$ cat src/rtl/main_fsm_hs_pkg.sv
// Purpose : shared definitions for the main_fsm_hs multi-cycle RV32I controller.
// Contents: opcode constants, 5-bit state encoding, datapath mux select codes,
//           the packed control bundle driven by the FSM, and the wait-counter
//           width helper.
package main_fsm_hs_pkg;

  localparam int unsigned OP_W    = 7;
  localparam int unsigned STATE_W = 5;

  // RV32I major opcodes
  localparam logic [OP_W-1:0] OP_LW    = 7'b0000011;
  localparam logic [OP_W-1:0] OP_SW    = 7'b0100011;
  localparam logic [OP_W-1:0] OP_R     = 7'b0110011;
  localparam logic [OP_W-1:0] OP_I     = 7'b0010011;
  localparam logic [OP_W-1:0] OP_JAL   = 7'b1101111;
  localparam logic [OP_W-1:0] OP_JALR  = 7'b1100111;
  localparam logic [OP_W-1:0] OP_BR    = 7'b1100011;
  localparam logic [OP_W-1:0] OP_LUI   = 7'b0110111;
  localparam logic [OP_W-1:0] OP_AUIPC = 7'b0010111;

  typedef enum logic [STATE_W-1:0] {
    S_FETCH    = 5'd0,
    S_DECODE   = 5'd1,
    S_MEMADR   = 5'd2,
    S_MEMREAD  = 5'd3,
    S_MEMWB    = 5'd4,
    S_MEMWRITE = 5'd5,
    S_EXECR    = 5'd6,
    S_EXECI    = 5'd7,
    S_ALUWB    = 5'd8,
    S_BRANCH   = 5'd9,
    S_JAL      = 5'd10,
    S_JALRADR  = 5'd11,
    S_LUI      = 5'd12,
    S_TRAP     = 5'd13
  } state_e;

  // result_src
  localparam logic [1:0] RES_ALUOUT = 2'b00;
  localparam logic [1:0] RES_DATA   = 2'b01;
  localparam logic [1:0] RES_ALURES = 2'b10;

  // alu_srcA
  localparam logic [1:0] SRCA_PC    = 2'b00;
  localparam logic [1:0] SRCA_OLDPC = 2'b01;
  localparam logic [1:0] SRCA_RD1   = 2'b10;
  localparam logic [1:0] SRCA_ZERO  = 2'b11;

  // alu_srcB
  localparam logic [1:0] SRCB_RD2   = 2'b00;
  localparam logic [1:0] SRCB_IMM   = 2'b01;
  localparam logic [1:0] SRCB_FOUR  = 2'b10;

  // alu_op
  localparam logic [1:0] ALUOP_ADD   = 2'b00;
  localparam logic [1:0] ALUOP_SUB   = 2'b01;
  localparam logic [1:0] ALUOP_FUNCT = 2'b10;

  // adr_src
  localparam logic ADR_PC     = 1'b0;
  localparam logic ADR_RESULT = 1'b1;

  // Control bundle presented to the datapath
  typedef struct packed {
    logic       mem_req;
    logic       mem_write;
    logic       ir_write;
    logic       pc_update;
    logic       reg_write;
    logic       branch;
    logic       adr_src;
    logic [1:0] result_src;
    logic [1:0] alu_src_a;
    logic [1:0] alu_src_b;
    logic [1:0] alu_op;
  } ctrl_t;

  // Wait counter must hold 0..timeout inclusive; never narrower than 1 bit.
  function automatic int unsigned timer_width(input int unsigned timeout);
    int unsigned w;
    w = $clog2(timeout + 1);
    return (w < 1) ? 1 : w;
  endfunction

endpackage

$ cat src/rtl/main_fsm_hs_mem_wait_timer.sv
// Purpose : counts memory wait cycles and flags when the allowed number of
//           wait cycles has been used up.
// Ports   : clk, rst_n      - clock, async active-low reset
//           i_clr           - restart count (a new state is being entered)
//           i_inc           - a request is outstanding without ready
//           o_expired_c     - count equals MEM_TIMEOUT (combinational)
module mem_wait_timer
  import main_fsm_hs_pkg::*;
#(
  parameter int unsigned MEM_TIMEOUT = 1
) (
  input  logic clk,
  input  logic rst_n,
  input  logic i_clr,
  input  logic i_inc,
  output logic o_expired_c
);

  localparam int unsigned         CNT_W = timer_width(MEM_TIMEOUT);
  localparam logic [CNT_W-1:0]    LIMIT = CNT_W'(MEM_TIMEOUT);

  logic [CNT_W-1:0] r_cnt;

  // Wait-cycle counter; the FSM leaves the state on expiry, which clears it.
  always_ff @(posedge clk or negedge rst_n) begin
    if (!rst_n) begin
      r_cnt <= '0;
    end else if (i_clr) begin
      r_cnt <= '0;
    end else if (i_inc) begin
      r_cnt <= r_cnt + CNT_W'(1);
    end
  end

  assign o_expired_c = (r_cnt == LIMIT);

endmodule

$ cat src/rtl/main_fsm_hs.sv
// Purpose : multi-cycle RV32I main control FSM with memory ready handshake,
//           lui/auipc/jalr support, illegal-opcode and bus-timeout trapping.
// Ports   : clk, rst_n            - clock, async active-low reset
//           op                    - opcode from instruction register
//           mem_ready             - memory completes access this cycle
//           mem_req, mem_write    - memory request / write qualifier
//           ir_write, pc_update   - IR load, unconditional PC write
//           reg_write, branch     - RF write, branch evaluate strobe
//           result_src, alu_srcA, alu_srcB, adr_src, alu_op - datapath muxes
//           illegal, bus_err      - illegal opcode flag, sticky timeout flag
//           state_o               - current state code
module main_fsm_hs
  import main_fsm_hs_pkg::*;
#(
  parameter bit          ENABLE_UJ       = 1'b1,
  parameter bit          TRAP_ON_ILLEGAL = 1'b1,
  parameter int unsigned MEM_TIMEOUT     = 0
) (
  input  logic               clk,
  input  logic               rst_n,
  input  logic [OP_W-1:0]    op,
  input  logic               mem_ready,
  output logic               mem_req,
  output logic               branch,
  output logic               pc_update,
  output logic               reg_write,
  output logic               mem_write,
  output logic               ir_write,
  output logic [1:0]         result_src,
  output logic [1:0]         alu_srcA,
  output logic [1:0]         alu_srcB,
  output logic               adr_src,
  output logic [1:0]         alu_op,
  output logic               illegal,
  output logic               bus_err,
  output logic [STATE_W-1:0] state_o
);

  state_e r_state;
  state_e w_next;
  ctrl_t  w_ctrl;
  ctrl_t  w_ctrl_q;
  logic   r_illegal;
  logic   r_bus_err;
  logic   w_op_illegal;
  logic   w_trap_illegal;
  logic   w_trap_bus;
  logic   w_expired;

  // State and sticky trap-cause registers
  always_ff @(posedge clk or negedge rst_n) begin
    if (!rst_n) begin
      r_state   <= S_FETCH;
      r_illegal <= 1'b0;
      r_bus_err <= 1'b0;
    end else begin
      r_state   <= w_next;
      r_illegal <= r_illegal | w_trap_illegal;
      r_bus_err <= r_bus_err | w_trap_bus;
    end
  end

  // Next-state and control decode
  always_comb begin
    w_next         = r_state;
    w_ctrl         = '0;
    w_op_illegal   = 1'b0;
    w_trap_illegal = 1'b0;
    w_trap_bus     = 1'b0;

    case (r_state)
      S_FETCH: begin
        w_ctrl.mem_req    = 1'b1;
        w_ctrl.adr_src    = ADR_PC;
        w_ctrl.alu_src_a  = SRCA_PC;
        w_ctrl.alu_src_b  = SRCB_FOUR;
        w_ctrl.alu_op     = ALUOP_ADD;
        w_ctrl.result_src = RES_ALURES;
        if (mem_ready) begin
          w_ctrl.ir_write  = 1'b1;
          w_ctrl.pc_update = 1'b1;
          w_next           = S_DECODE;
        end else if (w_expired) begin
          w_next     = S_TRAP;
          w_trap_bus = 1'b1;
        end
      end

      S_DECODE: begin
        w_ctrl.alu_src_a = SRCA_OLDPC;
        w_ctrl.alu_src_b = SRCB_IMM;
        w_ctrl.alu_op    = ALUOP_ADD;
        case (op)
          OP_LW, OP_SW: w_next = S_MEMADR;
          OP_R:         w_next = S_EXECR;
          OP_I:         w_next = S_EXECI;
          OP_JAL:       w_next = S_JAL;
          OP_BR:        w_next = S_BRANCH;
          OP_JALR: begin
            if (ENABLE_UJ) w_next = S_JALRADR;
            else           w_op_illegal = 1'b1;
          end
          OP_LUI: begin
            if (ENABLE_UJ) w_next = S_LUI;
            else           w_op_illegal = 1'b1;
          end
          // ALUOut already holds OldPC + imm from this cycle's add
          OP_AUIPC: begin
            if (ENABLE_UJ) w_next = S_ALUWB;
            else           w_op_illegal = 1'b1;
          end
          default:      w_op_illegal = 1'b1;
        endcase
        if (w_op_illegal) begin
          if (TRAP_ON_ILLEGAL) begin
            w_next         = S_TRAP;
            w_trap_illegal = 1'b1;
          end else begin
            w_next = S_FETCH;
          end
        end
      end

      S_MEMADR: begin
        w_ctrl.alu_src_a = SRCA_RD1;
        w_ctrl.alu_src_b = SRCB_IMM;
        w_ctrl.alu_op    = ALUOP_ADD;
        w_next           = (op == OP_SW) ? S_MEMWRITE : S_MEMREAD;
      end

      S_MEMREAD: begin
        w_ctrl.mem_req    = 1'b1;
        w_ctrl.adr_src    = ADR_RESULT;
        w_ctrl.result_src = RES_ALUOUT;
        if (mem_ready) begin
          w_next = S_MEMWB;
        end else if (w_expired) begin
          w_next     = S_TRAP;
          w_trap_bus = 1'b1;
        end
      end

      S_MEMWB: begin
        w_ctrl.result_src = RES_DATA;
        w_ctrl.reg_write  = 1'b1;
        w_next            = S_FETCH;
      end

      // mem_write stays high across wait cycles until the write is accepted
      S_MEMWRITE: begin
        w_ctrl.mem_req    = 1'b1;
        w_ctrl.mem_write  = 1'b1;
        w_ctrl.adr_src    = ADR_RESULT;
        w_ctrl.result_src = RES_ALUOUT;
        if (mem_ready) begin
          w_next = S_FETCH;
        end else if (w_expired) begin
          w_next     = S_TRAP;
          w_trap_bus = 1'b1;
        end
      end

      S_EXECR: begin
        w_ctrl.alu_src_a = SRCA_RD1;
        w_ctrl.alu_src_b = SRCB_RD2;
        w_ctrl.alu_op    = ALUOP_FUNCT;
        w_next           = S_ALUWB;
      end

      S_EXECI: begin
        w_ctrl.alu_src_a = SRCA_RD1;
        w_ctrl.alu_src_b = SRCB_IMM;
        w_ctrl.alu_op    = ALUOP_FUNCT;
        w_next           = S_ALUWB;
      end

      S_LUI: begin
        w_ctrl.alu_src_a = SRCA_ZERO;
        w_ctrl.alu_src_b = SRCB_IMM;
        w_ctrl.alu_op    = ALUOP_ADD;
        w_next           = S_ALUWB;
      end

      S_ALUWB: begin
        w_ctrl.result_src = RES_ALUOUT;
        w_ctrl.reg_write  = 1'b1;
        w_next            = S_FETCH;
      end

      S_BRANCH: begin
        w_ctrl.alu_src_a  = SRCA_RD1;
        w_ctrl.alu_src_b  = SRCB_RD2;
        w_ctrl.alu_op     = ALUOP_SUB;
        w_ctrl.result_src = RES_ALUOUT;
        w_ctrl.branch     = 1'b1;
        w_next            = S_FETCH;
      end

      S_JALRADR: begin
        w_ctrl.alu_src_a = SRCA_RD1;
        w_ctrl.alu_src_b = SRCB_IMM;
        w_ctrl.alu_op    = ALUOP_ADD;
        w_next           = S_JAL;
      end

      // Writes the jump target into PC while computing OldPC + 4 for rd
      S_JAL: begin
        w_ctrl.alu_src_a  = SRCA_OLDPC;
        w_ctrl.alu_src_b  = SRCB_FOUR;
        w_ctrl.alu_op     = ALUOP_ADD;
        w_ctrl.result_src = RES_ALUOUT;
        w_ctrl.pc_update  = 1'b1;
        w_next            = S_ALUWB;
      end

      // Only reset leaves TRAP; all strobes stay low
      S_TRAP: w_next = S_TRAP;

      default: w_next = S_FETCH;
    endcase
  end

  // Wait-cycle timeout, present only when a limit is configured
  if (MEM_TIMEOUT > 0) begin : g_timer
    logic w_cnt_clr;
    logic w_cnt_inc;

    assign w_cnt_clr = (w_next != r_state);
    assign w_cnt_inc = w_ctrl.mem_req & ~mem_ready;

    mem_wait_timer #(
      .MEM_TIMEOUT(MEM_TIMEOUT)
    ) u_timer (
      .clk        (clk),
      .rst_n      (rst_n),
      .i_clr      (w_cnt_clr),
      .i_inc      (w_cnt_inc),
      .o_expired_c(w_expired)
    );
  end else begin : g_no_timer
    assign w_expired = 1'b0;
  end

  // Reset gates the decode so an in-flight request drops immediately
  assign w_ctrl_q = rst_n ? w_ctrl : '0;

  assign mem_req    = w_ctrl_q.mem_req;
  assign mem_write  = w_ctrl_q.mem_write;
  assign ir_write   = w_ctrl_q.ir_write;
  assign pc_update  = w_ctrl_q.pc_update;
  assign reg_write  = w_ctrl_q.reg_write;
  assign branch     = w_ctrl_q.branch;
  assign adr_src    = w_ctrl_q.adr_src;
  assign result_src = w_ctrl_q.result_src;
  assign alu_srcA   = w_ctrl_q.alu_src_a;
  assign alu_srcB   = w_ctrl_q.alu_src_b;
  assign alu_op     = w_ctrl_q.alu_op;
  assign illegal    = rst_n & (r_illegal | w_op_illegal);
  assign bus_err    = r_bus_err;
  assign state_o    = r_state;

endmodule

$ cat config.mk
export PLATFORM = sky130hd
export DESIGN_NAME = main_fsm_hs
export DESIGN_NICKNAME = d
export VERILOG_FILES = /design/src/rtl/main_fsm_hs_pkg.sv /design/src/rtl/main_fsm_hs_mem_wait_timer.sv /design/src/rtl/main_fsm_hs.sv
export SDC_FILE = /design/constraint.sdc
export NUM_CORES = 1
export LEC_CHECK = 0
export ABC_CLOCK_PERIOD_IN_PS = 1900
export CAP_MARGIN = 20
export CORE_MARGIN = 2
export CORE_UTILIZATION = 43
export CTS_BUF_LIST = sky130_fd_sc_hd__clkbuf_8
export DETAILED_ROUTE_END_ITERATION = 16
export PLACE_DENSITY = 0.81
export SYNTH_ARGS = -nofsm -noshare
export SYNTH_HDL_FRONTEND = slang
export SYNTH_SLANG_ARGS = --single-unit
export TNS_END_PERCENT = 100
$ cat constraint.sdc
create_clock -name clk -period 1.9 [get_ports clk]
set_input_delay 0.38 -clock clk [delete_from_list [all_inputs] [get_ports clk]]
set_output_delay 0.38 -clock clk [all_outputs]
set_load 0.02 [all_outputs]
==> results of run 1 <==
worst max-delay path by stage:
stage	from	to
3_3_place_gp	op[4]	illegal
6_report	state_o[2]	illegal
2_1_floorplan	state_o[2]	alu_srcA[0]
5_1_grt	state_o[2]	illegal
4_1_cts	op[0]	illegal
3_5_place_dp	op[4]	illegal
cell families (layout without fill, tap and decap cells):
| group | after synthesis | count (layout) | synth area share |
|---|---|---|---|
| other | 1 | 2 | 0.005029 |
| AOI/OAI and AO/OA | 24 | 24 | 0.2416 |
| buffers and inverters | 12 | 73 | 0.07885 |
| DFF | 5 | 5 | 0.1678 |
| xor gates and xnor gates | 2 | 2 | 0.02349 |
| and+or+nand+nor | 59 | 59 | 0.4833 |
synthesized netlist by cell type, types with 2 or more instances:
library cell	instances
sky130_fd_sc_hd__nor4b_1	3
sky130_fd_sc_hd__a21oi_1	6
sky130_fd_sc_hd__inv_1	2
sky130_fd_sc_hd__nand2b_1	6
sky130_fd_sc_hd__nand2_1	5
sky130_fd_sc_hd__buf_4	2
sky130_fd_sc_hd__buf_2	5
sky130_fd_sc_hd__or3b_2	2
sky130_fd_sc_hd__or2_2	3
sky130_fd_sc_hd__nor3_1	6
sky130_fd_sc_hd__nor3b_1	3
sky130_fd_sc_hd__o31a_1	2
sky130_fd_sc_hd__o21ai_0	2
sky130_fd_sc_hd__and2_1	2
sky130_fd_sc_hd__dfrtp_1	5
sky130_fd_sc_hd__a21boi_0	3
sky130_fd_sc_hd__clkbuf_1	2
sky130_fd_sc_hd__nor2b_1	10
sky130_fd_sc_hd__and3_1	6
sky130_fd_sc_hd__nor2_1	7
sequential cells by signal (all words and copies together) (netlist names):
name	flops
state_o	4
r_illegal	1
through the flow:
stage                     cell area, sq um  setup TNS (ns)  std cells
after CTS                             1384        -0.08156        177
after floorplan                      775.7         -0.3001        104
after global placement                1254          -7.790        169
final                                 1436         -0.1815        182
after global routing                  1436         -0.4343        182
after detailed placement              1254          -8.272        169
per-layer routing:
layer	global-route usage	vias to the layer above	part of all wire
met5	0	-	0
met4	0.1588	0	0.077
met3	0.05556	26	0.085
met2	0.5521	79	0.48
met1	0.3597	521	0.35
li1	-	499	-
critical path: cells and delay by family (launching register included):
family,cells,cell delay [ns]
flops,1,0.41
buf+inv,2,0.30
simple gates,3,0.53
compound gates,1,0.15
area by class of cell:
type	count	area (sq um)	share of cell area
Inverter	2	7.507	0.005226
Clock inverter	1	3.754	0.002613
Timing Repair Buffer	67	544.3	0.3789
Tap cell	17	21.27	0.01481
Sequential cell	5	126.4	0.08798
Multi-Input combinational cell	87	691.9	0.4817
Clock buffer	3	41.29	0.02875
timing repair:
action / CTS / global route
endpoints found under the setup margin: 18 / 17
pin swaps: 8 / 9
resized for setup: 90 / 31
setup buffers: 4 / 5
power groups by stage:
stage	clock network (W)	registers, W	logic, W
after floorplan	0	0.000193	0.000624
after global placement	0	0.000168	0.00115
after detailed placement	0	0.000169	0.00118
after CTS	0.000193	0.000174	0.00128
after global routing	0.000206	0.000181	0.00159
final	0.000202	0.000178	0.00151
==> impl_summary.txt, run 1 <==
----------------------------------------------------
[Drt]
  Drt total wl ... 3.498 mm
  Number of DRC violations after detailed-routing iteration 0 ... 45
  Vias after detailed routing ... 1125
  Average wire per standard cell ... 19.22 microns
  DRC ... 0
  DR pass1 iterations ... 4
  Remaining antenna violation count after routing ... 0
  Via density per instance ... 6.181

[Power and ir drop]
  Switching power of the nets ... 0.0008577 W
  Overall power of the completed layout ... 0.001887 W
  Power per cell area ... 1314 nW/um^2
  Switching share of power ... 0.4544
  Cell internal pwr ... 0.001030 W
  Seq pwr share ... 0.094
  Total leakage power ... 0.7055 nW
  Power share of the combinational group ... 0.799
  Largest vdd supply drop ... 0.6989 mV
  Clock share of power ... 0.107

[Global route]
  Antenna violations before repair ... 0
  Vias in the first global route ... 946
  All-Layer GR Usage ... 0.3149
  Maximum number of pins on one net before global-route repair ... 21
  Wire length of the first global-routing pass ... 4.629 mm
  Total overflow reported by the global router ... 0

[Layout]
  Commonest non-fill, non-tap cell in the layout ... sky130_fd_sc_hd__buf_4
  Filler cell count ... 94
  Final design utilization ... 0.8599
  Final Net Count ... 176
  Layout overhead on the synthesized area ... 92.62%
  Ratio of cells with drive above 1 in the final layout ... 0.5152
  Commonest non-fill, non-tap cells in the layout ... sky130_fd_sc_hd__buf_4, sky130_fd_sc_hd__and3_1, sky130_fd_sc_hd__nor2b_1, sky130_fd_sc_hd__buf_6
  Antenna fix cells ... 0

[Timing]
  Count of pins over their slew limit ... 0
  Final setup fails ... 4
  RSZ-0062 raised after global routing ... true
  Fraction of the cycle the final worst path needs ... 1.054
  Worst-case clock skew ... 0.0005391 ns
  Min Tclk post-route ... 2.003 ns
  Final hold violations ... 0
  Setup slack of the critical path after layout ... -0.1031 ns
  Final worst hold slack ... 0.2051 ns
  F_max ... 499.2 MHz

[Critical path]
  Arrival time worst endpoint ... 1.62 ns
  CP startpoint kind ... register
  Reg2Reg Launch Point ... state_o[0]
  Crit-path slowest cell ... sky130_fd_sc_hd__dfrtp_1
  Endpoint of the worst-slack reg-to-reg timing path ... state_o[2]
  Capturing element type of the critical path ... output port
  Worst setup path category ... register to output port
  Path depth of the worst reg2reg path ... 8
  Critical path cell sequence ... buf_8, nor2_1, nand2_1, nor2_2, o21a_1, buf_6
  CP max stage delay ... 0.41 ns
  Highest fanout seen on the critical path ... 20
  Register-to-register setup slack ... 0.09 ns
  WP data required ... 1.52 ns

[Floorplanning]
  Die height ... 45.65 microns
  Initial Util ... 0.4464
  Core Box Area ... 1670 sq um
  Row count ... 15
  Die area ... 2083 sq um
  Floorplan die width ... 45.65 microns
  Top-level I/O count ... 32

[Clock network]
  Number of buffers created by CTS ... 3
  Worst skew pair latency ... 0.22 ns
  Clock net sink count ... 5
  Hold buffer count at CTS ... 0
  Number of H-tree levels ... 1
  Clock tree buffer depth ... 2
  TritonCTS clock tree ... yes
  Clock slew at the register clock pins of the worst setup and hold paths ... 0.04 ns
  Clock Root Buffer ... sky130_fd_sc_hd__clkbuf_8

[Yosys]
  Gate count after technology mapping ... 103
  Yosys top cell by area ... sky130_fd_sc_hd__dfrtp_1
  Mapped Avg Cell Area ... 7.240 sq um
  Post-synth design cell area ... 745.7 sq um
  Main synth FF type ... sky130_fd_sc_hd__dfrtp_1
  Fraction of registers with async set/reset ... 1.000
  Sequential share of the synthesized area ... 0.1678
  Synth warnings ... 0
  Dominant cells by area after synthesis ... sky130_fd_sc_hd__dfrtp_1, sky130_fd_sc_hd__nor2b_1, sky130_fd_sc_hd__and3_1, sky130_fd_sc_hd__nand2b_1, sky130_fd_sc_hd__a21oi_1
  Number of distinct library cells after synthesis ... 41
  Yosys top cell area share ... 0.1678
  Number of flops mapped to enable cells by yosys ... 0
  Number of synthesized register bits ... 5

[Run status]
  Violations in the final reports ... negative setup slack
  Result of the run ... finished, violations left

[Placed design]
  Input/output buffers ... 29
  Placement Setup Slack ... -0.7558 ns
  Final HPWL DP ... 1.807 mm
  Final weighted congestion of routability-driven global placement ... 0.8016

[Run]
  Max Cap Viol ... 0

[Worst hold path]
  Hold WC Path Type ... primary input to asynchronous set/reset pin

----------------------------------------------------
Power figures use the tool's default switching activity.
==> inputs of run 2 (changes only) <==
--- a/config.mk
+++ b/config.mk
@@ -5,10 +5,11 @@
 export SDC_FILE = /design/constraint.sdc
 export NUM_CORES = 1
 export LEC_CHECK = 0
+export ABC_AREA = 1
 export ABC_CLOCK_PERIOD_IN_PS = 1900
 export CAP_MARGIN = 20
 export CORE_MARGIN = 2
-export CORE_UTILIZATION = 43
+export CORE_UTILIZATION = 42
 export CTS_BUF_LIST = sky130_fd_sc_hd__clkbuf_8
 export DETAILED_ROUTE_END_ITERATION = 16
 export PLACE_DENSITY = 0.81
==> impl_summary.txt, run 2 <==
----------------------------------------------------
[Run status]
  Result of the run ... finished, violations left (unchanged)
  Violations in the final reports ... negative setup slack (unchanged)

[Worst hold path]
  Hold WC Path Type ... register to register (was primary input to asynchronous set/reset pin)
  Sink of the worst hold path ... r_illegal
  Hold Crit Start ... r_illegal
  Hold Path Cell Cnt ... 2

[Clock network]
  Clock tree buffer depth ... 2 (unchanged)
  Number of buffers created by CTS ... 3 (unchanged)
  Hold buffer count at CTS ... 0 (unchanged)
  Clock Root Buffer ... sky130_fd_sc_hd__clkbuf_8 (unchanged)
  Number of H-tree levels ... 1 (unchanged)
  Clock net sink count ... 5 (unchanged)
  Worst skew pair latency ... 0.23 ns (was 0.22 ns)
  Clock slew at the register clock pins of the worst setup and hold paths ... 0.04 ns (about the same)
  TritonCTS clock tree ... yes (unchanged)

[Timing]
  Count of pins over their slew limit ... 0 (unchanged)
  Fraction of the cycle the final worst path needs ... 1.002 (was 1.054)
  Final hold violations ... 0 (unchanged)
  Worst-case clock skew ... 0.009890 ns (was 0.0005391 ns)
  Setup slack of the critical path after layout ... -0.003551 ns (was -0.1031 ns)
  Final setup fails ... 1 (was 4)
  Min Tclk post-route ... 1.904 ns (was 2.003 ns)
  F_max ... 525.3 MHz (was 499.2 MHz)
  RSZ-0062 raised after global routing ... true (unchanged)

[Yosys]
  Synth warnings ... 0 (unchanged)
  Yosys top cell area share ... 0.1996 (was 0.1678)
  Cell types with the highest counts after synthesis ... sky130_fd_sc_hd__nand2_1, sky130_fd_sc_hd__nor2_1, sky130_fd_sc_hd__inv_1 (was sky130_fd_sc_hd__nor2b_1, sky130_fd_sc_hd__nor2_1)
  Number of synthesized register bits ... 5 (unchanged)
  Most frequent cell after synthesis ... sky130_fd_sc_hd__nand2_1 (was sky130_fd_sc_hd__nor2b_1)
  Post-synth design cell area ... 695.7 sq um (was 745.7 sq um)
  Yosys top cell by area ... sky130_fd_sc_hd__nand2_1 (was sky130_fd_sc_hd__dfrtp_1)
  Number of distinct library cells after synthesis ... 24 (was 41)
  Fraction of registers with async set/reset ... 1.000 (unchanged)
  Main synth FF type ... sky130_fd_sc_hd__dfrtp_1 (unchanged)
  Mapped Avg Cell Area ... 5.565 sq um (was 7.240 sq um)
  Gate count after technology mapping ... 125 (was 103)
  Dominant cells by area after synthesis ... sky130_fd_sc_hd__nand2_1, sky130_fd_sc_hd__dfrtp_1, sky130_fd_sc_hd__nor2_1, sky130_fd_sc_hd__inv_1, sky130_fd_sc_hd__a21oi_1 (was sky130_fd_sc_hd__dfrtp_1, sky130_fd_sc_hd__nor2b_1, sky130_fd_sc_hd__and3_1, sky130_fd_sc_hd__nand2b_1, sky130_fd_sc_hd__a21oi_1)
  Number of flops mapped to enable cells by yosys ... 0 (unchanged)
  Sequential share of the synthesized area ... 0.1799 (was 0.1678)

[Critical path]
  Register-to-register setup slack ... 0.36 ns (was 0.09 ns)
  Path depth of the worst reg2reg path ... 10 (was 8)
  Reg2Reg Launch Point ... state_o[3] (was state_o[0])
  CP startpoint kind ... register (unchanged)
  Endpoint of the worst-slack reg-to-reg timing path ... state_o[2] (unchanged)
  Worst setup path category ... register to output port (unchanged)
  Highest fanout seen on the critical path ... 4 (was 20)
  WP data required ... 1.52 ns (about the same)
  Capturing element type of the critical path ... output port (unchanged)
  Arrival time worst endpoint ... 1.52 ns (was 1.62 ns)

[Global route]
  Vias in the first global route ... 1053 (was 946)
  Wire length of the first global-routing pass ... 4.519 mm (was 4.629 mm)
  Antenna violations before repair ... 0 (unchanged)
  All-Layer GR Usage ... 0.3114 (was 0.3149)
  Maximum number of pins on one net before global-route repair ... 12 (was 21)
  Total overflow reported by the global router ... 0 (unchanged)

[Drt]
  Number of DRC violations after detailed-routing iteration 0 ... 51 (was 45)
  Drt total wl ... 2.931 mm (was 3.498 mm)
  Vias after detailed routing ... 1087 (was 1125)
  DR pass1 iterations ... 4 (unchanged)
  Via density per instance ... 5.328 (was 6.181)
  DRC ... 0 (unchanged)
  Average wire per standard cell ... 14.37 microns (was 19.22 microns)
  Remaining antenna violation count after routing ... 0 (unchanged)

[Layout]
  Number of flip-flops under the largest register name ... 4 (unchanged)
  Sequential cell area ... 128.9 sq um (was 126.4 sq um)
  Filler cell count ... 95 (was 94)
  Ratio of cells with drive above 1 in the final layout ... 0.4734 (was 0.5152)
  Final non-filler cell total ... 204 (was 182)
  Final Net Count ... 199 (was 176)
  Antenna fix cells ... 0 (unchanged)
  Layout overhead on the synthesized area ... 85.61% (was 92.62%)
  Area of the multi-input gates ... 556.8 sq um (was 691.9 sq um)
  Commonest non-fill, non-tap cell in the layout ... sky130_fd_sc_hd__buf_4 (unchanged)
  Post-route cell area ... 1291 sq um (was 1436 sq um)
  Commonest non-fill, non-tap cells in the layout ... sky130_fd_sc_hd__buf_4, sky130_fd_sc_hd__nand2_1, sky130_fd_sc_hd__nor2_1 (was sky130_fd_sc_hd__buf_4, sky130_fd_sc_hd__and3_1, sky130_fd_sc_hd__nor2b_1, sky130_fd_sc_hd__buf_6)

[Power and ir drop]
  Power per cell area ... 1295 nW/um^2 (was 1314 nW/um^2)
  Largest vdd supply drop ... 0.7038 mV (was 0.6989 mV)
  Total leakage power ... 0.7064 nW (was 0.7055 nW)

[Placed design]
  Final HPWL DP ... 1.879 mm (was 1.807 mm)
  Number of cells in the design after placement ... 194 (was 169)
  Total placed instance area ... 1186 sq um (was 1254 sq um)
  Input/output buffers ... 29 (unchanged)
  Final weighted congestion of routability-driven global placement ... 0.9434 (was 0.8016)

[Floorplanning]
  Initial Util ... 0.4565 (was 0.4464)
  Row count ... 14 (was 15)
  Die area ... 1998 sq um (was 2083 sq um)
  Top-level I/O count ... 32 (unchanged)
  Die height ... 44.70 microns (was 45.65 microns)
  Core Box Area ... 1524 sq um (was 1670 sq um)
  Floorplan die width ... 44.70 microns (was 45.65 microns)

[Run]
  Max Cap Viol ... 0 (unchanged)

----------------------------------------------------
-- run 2: changes by cell type after synthesis, moves of 5 or more --
cell,change
sky130_fd_sc_hd__nand2_1,+32
sky130_fd_sc_hd__nor2_2,+5
sky130_fd_sc_hd__inv_1,+15
sky130_fd_sc_hd__buf_2,-5
sky130_fd_sc_hd__nand2b_1,-6
sky130_fd_sc_hd__nor2_1,+16
sky130_fd_sc_hd__nor2b_1,-10
sky130_fd_sc_hd__nand3_1,+7
sky130_fd_sc_hd__and3_1,-6
-- run 2: stage by stage --
stage	setup WS (ns)	utilization	total power, W	hold slack, ns	TNS [ns]
after floorplan	0.1516	-	0.0007920	0.08441	0
after global placement	-0.6177	0.7783	0.001331	0.4392	-4.565
after detailed placement	-0.6628	0.7783	0.001356	0.4689	-4.966
after CTS	0.004719	0.8399	0.001571	0.4884	0
after global routing	-0.03635	0.8473	0.001751	0.5095	-0.08235
final	-0.003551	0.8473	0.001672	0.4971	-0.003551
-- run 2: repair_timing --
item	in CTS	in global routing
gates resized for setup	77	31
pin swaps	10	3
setup buffers	5	1
setup endpoints to repair	16	13
-- run 2: cell type report --
| type | instances | share of cell area |
|---|---|---|
| Sequential cell | 5 | 0.09981 |
| Clock buffer | 3 | 0.03198 |
| Timing Repair Buffer | 61 | 0.3547 |
| Clock inverter | 1 | 0.002907 |
| Multi-Input combinational cell | 98 | 0.4312 |
| Tap cell | 16 | 0.01550 |
| Inverter | 20 | 0.06395 |
-- run 2: power breakdown --
part,internal [W],switching [W]
logic,0.000536,0.000719
registers,0.000145,0.0000676
clock network,0.000140,0.0000646
-- run 2: per-layer routing --
metal	GRT usage	share of wire	up-vias
met5	0	0	-
met4	0.1697	0.040	0
met3	0.05200	0.067	18
met2	0.5652	0.53	69
met1	0.3400	0.36	487
li1	-	-	513
-- run 2: worst max-delay path, cell delays in order (launching register included) --
cell                      delay (ns)
sky130_fd_sc_hd__dfrtp_2        0.46
sky130_fd_sc_hd__buf_4          0.17
sky130_fd_sc_hd__nand2_1        0.11
sky130_fd_sc_hd__nor2_2         0.06
sky130_fd_sc_hd__nor2_1         0.21
sky130_fd_sc_hd__a21oi_1        0.11
sky130_fd_sc_hd__buf_2          0.17
-- run 2: worst max-delay path by stage --
stage | endpoint | slack [ns] | depth (start not counted) | from
2_1_floorplan | illegal | 0.15 | 6 | state_o[0]
3_3_place_gp | illegal | -0.62 | 10 | op[4]
3_5_place_dp | illegal | -0.66 | 10 | op[4]
4_1_cts | result_src[0] | 0.005 | 5 | rst_n
5_1_grt | alu_srcA[0] | -0.04 | 7 | state_o[3]
6_report | alu_srcA[1] | -0.004 | 6 | state_o[3]
-- run 2: cell families after synthesis --
| logic type | Yosys count | share of synthesized area |
|---|---|---|
| AOI/OAI and AO/OA | 13 | 0.1061 |
| buffers and inverters | 23 | 0.1385 |
| other | 1 | 0.005391 |
| and+or+nand+nor | 83 | 0.5701 |
| DFF | 5 | 0.1799 |
==> inputs of run 3 (changes only) <==
--- a/config.mk
+++ b/config.mk
@@ -12,6 +12,7 @@
 export CORE_UTILIZATION = 42
 export CTS_BUF_LIST = sky130_fd_sc_hd__clkbuf_8
 export DETAILED_ROUTE_END_ITERATION = 16
+export HOLD_SLACK_MARGIN = 0.02
 export PLACE_DENSITY = 0.81
 export SYNTH_ARGS = -nofsm -noshare
 export SYNTH_HDL_FRONTEND = slang
==> results of run 3 <==
No change in the layout: final DEF, timing and power equal those of run 2.
